## src/rtl/jpeg_pkg.sv

```systemverilog
// Shared widths, types and rounding helper for the JPEG quantization stage.
package jpeg_pkg;
    localparam int COEF_W  = 12;
    localparam int RECIP_W = 16;
    localparam int FRAC    = 15;
    localparam int BLK_LEN = 64;
    localparam int IDX_W   = $clog2(BLK_LEN);
    localparam int PROD_W  = COEF_W + RECIP_W + 1;

    typedef logic signed [COEF_W-1:0] coef_t;
    typedef logic        [RECIP_W-1:0] recip_t;
    typedef logic signed [PROD_W-1:0]  prod_t;

    localparam recip_t RECIP_ONE = 16'h8000;
    localparam prod_t  Q_MAX     = prod_t'((1 << (COEF_W-1)) - 1);
    localparam prod_t  Q_MIN     = -Q_MAX - prod_t'(1);
    localparam prod_t  HALF      = prod_t'(1 << (FRAC-1));

    // Rounds |p| so that halves move away from zero, then clamps to coef range.
    function automatic coef_t round_half_away(input prod_t p);
        prod_t mag;
        prod_t r;
        prod_t q;
        coef_t res;
        mag = p[PROD_W-1] ? -p : p;
        r   = (mag + HALF) >> FRAC;
        q   = p[PROD_W-1] ? -r : r;
        if (q > Q_MAX)      res = coef_t'(Q_MAX);
        else if (q < Q_MIN) res = coef_t'(Q_MIN);
        else                res = coef_t'(q);
        return res;
    endfunction
endpackage

```

## src/rtl/jpeg_qt_ram.sv

```systemverilog
// 64-entry reciprocal table: synchronous write, registered read (old data on collision).
module jpeg_qt_ram
    import jpeg_pkg::*;
(
    input  logic             clk,
    input  logic             rst,
    input  logic             we_i,
    input  logic [IDX_W-1:0] waddr_i,
    input  recip_t           wdata_i,
    input  logic [IDX_W-1:0] raddr_i,
    output recip_t           rdata_o
);
    recip_t tbl_q [BLK_LEN];
    recip_t rdata_q;

    always_ff @(posedge clk) begin
        if (rst) begin
            for (int i = 0; i < BLK_LEN; i++) tbl_q[i] <= RECIP_ONE;
            rdata_q <= '0;
        end else begin
            if (we_i) tbl_q[waddr_i] <= wdata_i;
            rdata_q <= tbl_q[raddr_i];
        end
    end

    assign rdata_o = rdata_q;
endmodule

```

## src/rtl/jpeg_zz_quant.sv

```systemverilog
// Zig-zag coefficient quantizer: index tracking, framing check, and a 3-stage
// multiply-by-reciprocal / round / saturate pipeline.
module jpeg_zz_quant
    import jpeg_pkg::*;
(
    input  logic             clk,
    input  logic             rst,
    input  logic             in_valid,
    input  logic             in_sob,
    input  coef_t            in_data,
    input  logic             qt_we,
    input  logic [IDX_W-1:0] qt_addr,
    input  recip_t           qt_data,
    input  logic             err_clr,
    output logic             out_valid,
    output logic             out_sob,
    output logic             out_eob,
    output coef_t            out_data,
    output logic             blk_err
);
    localparam int STAGES = 3;

    logic [STAGES:1]  vld_pipe_q;
    logic [IDX_W-1:0] idx_q, idx_d, idx_cur;
    logic             blk_err_q, blk_err_d, err_set;
    coef_t            coef_s1_q;
    logic             sob_s1_q, eob_s1_q;
    recip_t           recip_s1;
    prod_t            prod_d, prod_s2_q;
    logic             sob_s2_q, eob_s2_q;
    coef_t            out_data_q;
    logic             out_sob_q, out_eob_q;

    // Table read is addressed by the beat's own index so it lands alongside S1.
    jpeg_qt_ram u_qt_ram (
        .clk     (clk),
        .rst     (rst),
        .we_i    (qt_we),
        .waddr_i (qt_addr),
        .wdata_i (qt_data),
        .raddr_i (idx_cur),
        .rdata_o (recip_s1)
    );

    always_comb begin
        idx_cur   = in_sob ? '0 : idx_q;
        idx_d     = idx_q;
        if (in_valid) idx_d = idx_cur + 1'b1;
        err_set   = in_valid & in_sob & (idx_q != '0);
        blk_err_d = err_set | (blk_err_q & ~err_clr);
        prod_d    = prod_t'(coef_s1_q) * prod_t'({1'b0, recip_s1});
    end

    always_ff @(posedge clk) begin
        if (rst) begin
            vld_pipe_q <= '0;
            idx_q      <= '0;
            blk_err_q  <= 1'b0;
            coef_s1_q  <= '0;
            sob_s1_q   <= 1'b0;
            eob_s1_q   <= 1'b0;
            prod_s2_q  <= '0;
            sob_s2_q   <= 1'b0;
            eob_s2_q   <= 1'b0;
            out_data_q <= '0;
            out_sob_q  <= 1'b0;
            out_eob_q  <= 1'b0;
        end else begin
            vld_pipe_q <= {vld_pipe_q[STAGES-1:1], in_valid};
            idx_q      <= idx_d;
            blk_err_q  <= blk_err_d;
            coef_s1_q  <= in_data;
            sob_s1_q   <= in_valid & in_sob;
            eob_s1_q   <= idx_cur == IDX_W'(BLK_LEN-1);
            prod_s2_q  <= prod_d;
            sob_s2_q   <= sob_s1_q;
            eob_s2_q   <= eob_s1_q;
            // Output fields only move on a valid beat so they hold through bubbles.
            if (vld_pipe_q[STAGES-1]) begin
                out_data_q <= round_half_away(prod_s2_q);
                out_sob_q  <= sob_s2_q;
                out_eob_q  <= eob_s2_q;
            end
        end
    end

    assign out_valid = vld_pipe_q[STAGES];
    assign out_sob   = out_sob_q;
    assign out_eob   = out_eob_q;
    assign out_data  = out_data_q;
    assign blk_err   = blk_err_q;
endmodule

```

## config.mk

```make
export PLATFORM = sky130hd
export DESIGN_NAME = jpeg_zz_quant
export DESIGN_NICKNAME = d
export VERILOG_FILES = /design/src/rtl/jpeg_pkg.sv /design/src/rtl/jpeg_qt_ram.sv /design/src/rtl/jpeg_zz_quant.sv
export SDC_FILE = /design/constraint.sdc
export NUM_CORES = 2
export LEC_CHECK = 0
export ABC_AREA = 0
export CELL_PAD_IN_SITES_DETAIL_PLACEMENT = 1
export CELL_PAD_IN_SITES_GLOBAL_PLACEMENT = 1
export CORE_MARGIN = 2
export CORE_UTILIZATION = 45
export CTS_CLUSTER_DIAMETER = 50
export CTS_CLUSTER_SIZE = 20
export DETAILED_ROUTE_END_ITERATION = 7
export DONT_BUFFER_PORTS = 1
export PLACE_DENSITY = 0.7
export SYNTH_ARGS = -nofsm -noshare
export SYNTH_HDL_FRONTEND = slang
export SYNTH_SLANG_ARGS = --single-unit
```

## constraint.sdc

```tcl
create_clock -name clk -period 8.4 [get_ports clk]
set_input_delay 1.68 -clock clk [delete_from_list [all_inputs] [get_ports clk]]
set_output_delay 1.68 -clock clk [all_outputs]
set_load 0.01 [all_outputs]
```

==> results.json <==
{
  "status": "finished, final reports clean",
  "cts_max_level": 3,
  "tritoncts": "yes",
  "rsz0062_at_grt": "no",
  "multi_input_area_um2": 23000,
  "finalHoldViolCount": 0,
  "synth_cell_type_count": 85,
  "syn_nets": 4680,
  "final_common_cell": "and2_1",
  "synth_fa_ha_area_share_pct": 6.79,
  "routabilityCongestion": 0.808,
  "path_common_cell": "fa_1",
  "regToRegStartpoint": "coef_s1_q[0]",
  "die_y_um": 362,
  "start_util_pct": 45.3,
  "coreArea_um2": 127000,
  "vias_per_cell": 5.78,
  "min_path_cells": 1,
  "fin_crit_ns": 6.66,
  "synth-warning-count": 0,
  "p_leak_nw": 22.6,
  "rows": 131,
  "die-area_um2": 131000,
  "syn_avg_cell_area_um2": 13.1,
  "clk_latency_ns": 0.77,
  "dp_hpwl_um": 99600,
  "cp_cell_sequence": "nand2_1, fa_1, inv_1, ha_1, inv_1, fa_1, fa_1, fa_1, inv_1, ha_1, a21o_1, a2111oi_0, o31ai_1, o31ai_1, o21ai_0, a221o_1, a21o_1, nand2_1, a21oi_1, xnor2_1, nor2_1",
  "ant_nets": 0,
  "layout.nets": 4507,
  "drv_cap": 0,
  "final_cell_mix": "1030 x and2_1, 1024 x edfxtp_1, 264 x mux2i_1",
  "setup_violations": 0,
  "slew_violations": 0,
  "postCtsHoldBufs": 0,
  "critical_path.max_fanout": 16,
  "worstPathRequired_ns": 9.00,
  "post_cts_buffers": 0,
  "antenna_found_initial": 9,
  "drc": 0,
  "dieWidth_um": 362,
  "relSlewSlack_pct": 15.4,
  "synth_seq_cells": 1109,
  "synth_ff_type": "edfxtp_1",
  "max-clock-path-buffers": 3,
  "crit_arrival_ns": 7.25,
  "yosys.area_share.simple_pct": 16.6,
  "track_usage_pct": 25.1,
  "synth_area_um2": 57600,
  "vias": 34700,
  "startpoint_type": "flop",
  "drive_gt1_share_pct": 13.2,
  "dpl_cell_area_um2": 59000,
  "grt_max_degree": 150,
  "synth_top_family_by_area": "simple AND/OR/NAND/NOR gates",
  "io_buffers": 0,
  "grt-busiest-layer": "met2",
  "max_freq_mhz": 150,
  "fin_area_um2": 63300,
  "cts_resized": 0,
  "tns_ns": 0,
  "hp-start": "vld_pipe_q[1]",
  "io_pins": 56,
  "hp-class": "flop to flop",
  "wl_per_cell_um": 27.1,
  "regArea_um2": 32500,
  "r2r-end": "prod_s2_q[26]",
  "fill_cells": 12600,
  "wirelength_um": 163000,
  "clkTransAtPathRegs_ns": 0.06,
  "power_density_nw_per_um2": 215,
  "critPathSlowestCell": "a2111oi_0",
  "crit_type": "flop to flop",
  "root_buffer": "clkbuf_16",
  "synth_xor_area_share_pct": 0.818,
  "first_pass_iters": 5,
  "grt_use_met2_pct": 42.8,
  "synthToLayoutAreaGrowth_pct": 9.76,
  "finClkSkew_ns": 0.0908,
  "end_kind": "flop",
  "cts_sinks": 1109,
  "critical-path-top-delay-family": "compound AO/OA/AOI/OAI gates",
  "hold-worst-slack_ns": 0.444,
  "rr_worst_depth": 21,
  "syn_inst": 4412,
  "yosysSeqAreaShare_pct": 56.3,
  "synth-edff-count": 1024,
  "synth_compound_area_share_pct": 4.81,
  "met1_usage_pct": 33.5,
  "async_flop_share_pct": 0,
  "grt_pass1_wl_um": 244000,
  "muxShareOfSynthArea_pct": 10.9,
  "grt_pass1_vias": 36800,
  "slowest_delay_ns": 0.69,
  "rrSetupSlack_ns": 1.74,
  "min_period_over_period_pct": 79.2,
  "grtUsageMet3_pct": 3.42,
  "tightest_slew_ns": 1.26,
  "overflow": 0,
  "cts_buffers": 121,
  "dr.first_iter.drc_count": 2884,
  "peakVddDrop_mv": 0.169,
  "critPathBufInv": 3,
  "min_to": "vld_pipe_q[2]"
}
==> final cells by class <==
class | count | area share [%]
well taps | 1662 | 3.29
multi-input cells | 2729 | 36.4
flip-flops and latches | 1109 | 51.3
repair buffers | 91 | 1.16
inverters | 187 | 1.11
diodes | 1 | 0.00396
clock buffers | 128 | 4.86
clock inverters | 101 | 1.84
==> report_power, final <==
group          switching [mW]  internal, mW
Combinational           0.865         0.598
Clock                    2.52          3.12
Sequential              0.192          6.33
Total                    3.57          10.0
==> kinds of logic (layout without fill, tap and decap cells) <==
logic type / count (synthesis) / count (layout)
simple gates: 1646 / 1646
mux: 426 / 426
xor+xnor: 50 / 50
other cells: 0 / 1
compound gates: 379 / 379
fa+ha+maj: 228 / 228
buf+inv: 574 / 507
flops: 1109 / 1109
==> routing by layer <==
metal	share of wire (%)	wire (um)	up-vias
li1	-	-	15300
met1	42	68900	18300
met2	50	81400	897
met3	5.1	8340	223
met4	2.7	4350	6
met5	0.023	38	-
==> cell usage after synthesis (3+ instances only) <==
| cell type | instances | area (um2) |
|---|---|---|
| a2111oi_0 | 3 | 26.3 |
| a211o_1 | 4 | 35.0 |
| a211oi_1 | 42 | 315 |
| a21o_1 | 11 | 82.6 |
| a21oi_1 | 70 | 350 |
| a311oi_1 | 34 | 298 |
| a31oi_1 | 4 | 25.0 |
| a32oi_1 | 5 | 43.8 |
| and2_1 | 1030 | 6440 |
| and3_1 | 6 | 37.5 |
| and4_1 | 4 | 35.0 |
| buf_1 | 51 | 191 |
| buf_2 | 10 | 50.1 |
| clkbuf_1 | 322 | 1210 |
| dfxtp_1 | 85 | 1700 |
| edfxtp_1 | 1024 | 30700 |
| fa_1 | 141 | 2820 |
| ha_1 | 87 | 1090 |
| inv_1 | 185 | 694 |
| mux2i_1 | 264 | 2640 |
| mux4_2 | 160 | 3600 |
| nand2_1 | 224 | 841 |
| nand2b_1 | 26 | 163 |
| nand3_1 | 16 | 80.1 |
| nand3b_1 | 5 | 37.5 |
| nor2_1 | 120 | 450 |
| nor2b_1 | 40 | 250 |
| nor3_1 | 12 | 60.1 |
| nor3b_1 | 3 | 22.5 |
| nor4_4 | 3 | 63.8 |
| o211ai_1 | 13 | 97.6 |
| o21ai_0 | 24 | 120 |
| o21ai_2 | 3 | 26.3 |
| o221ai_1 | 66 | 578 |
| o22a_1 | 3 | 26.3 |
| o22ai_1 | 66 | 413 |
| o31ai_1 | 9 | 67.6 |
| or2_2 | 65 | 407 |
| or3_1 | 68 | 425 |
| xnor2_1 | 32 | 280 |
| xor2_1 | 15 | 131 |
==> flip-flops by register name, indices dropped and copies added (netlist names) <==
register          flops
prod_s2_q            29
eob_s1_q              1
coef_s1_q            12
vld_pipe_q            3
sob_s2_q              1
idx_q                 6
eob_s2_q              1
out_sob               1
out_data             12
out_eob               1
blk_err               1
u_qt_ram.rdata_o     16
u_qt_ram.tbl_q     1024
sob_s1_q              1
==> per-stage QoR <==
| step | worst slack [ns] | util [%] | instances | power [mW] |
|---|---|---|---|---|
| 6_report | 1.74 | 49.7 | 6008 | 13.6 |
| 5_1_grt | 1.31 | 49.7 | 6007 | 14.1 |
| 4_1_cts | 1.68 | 49.7 | 6007 | 13.7 |
| 3_5_place_dp | 1.67 | 46.3 | 5778 | 8.11 |
| 3_3_place_gp | 1.81 | 46.3 | 5778 | 8.06 |
| 2_1_floorplan | 2.67 | - | 4412 | 7.73 |
==> worst max-delay path by stage <==
stage                       from             to  slack [ns]  cells after the start
global route        coef_s1_q[0]  prod_s2_q[26]        1.31                     21
detailed placement  coef_s1_q[0]  prod_s2_q[26]        1.67                     21
finish              coef_s1_q[0]  prod_s2_q[26]        1.74                     21
global placement    coef_s1_q[0]  prod_s2_q[26]        1.81                     21
CTS                 coef_s1_q[0]  prod_s2_q[26]        1.68                     21
floorplan           coef_s1_q[2]  prod_s2_q[26]        2.67                     22
Power figures use the tool's default switching activity.
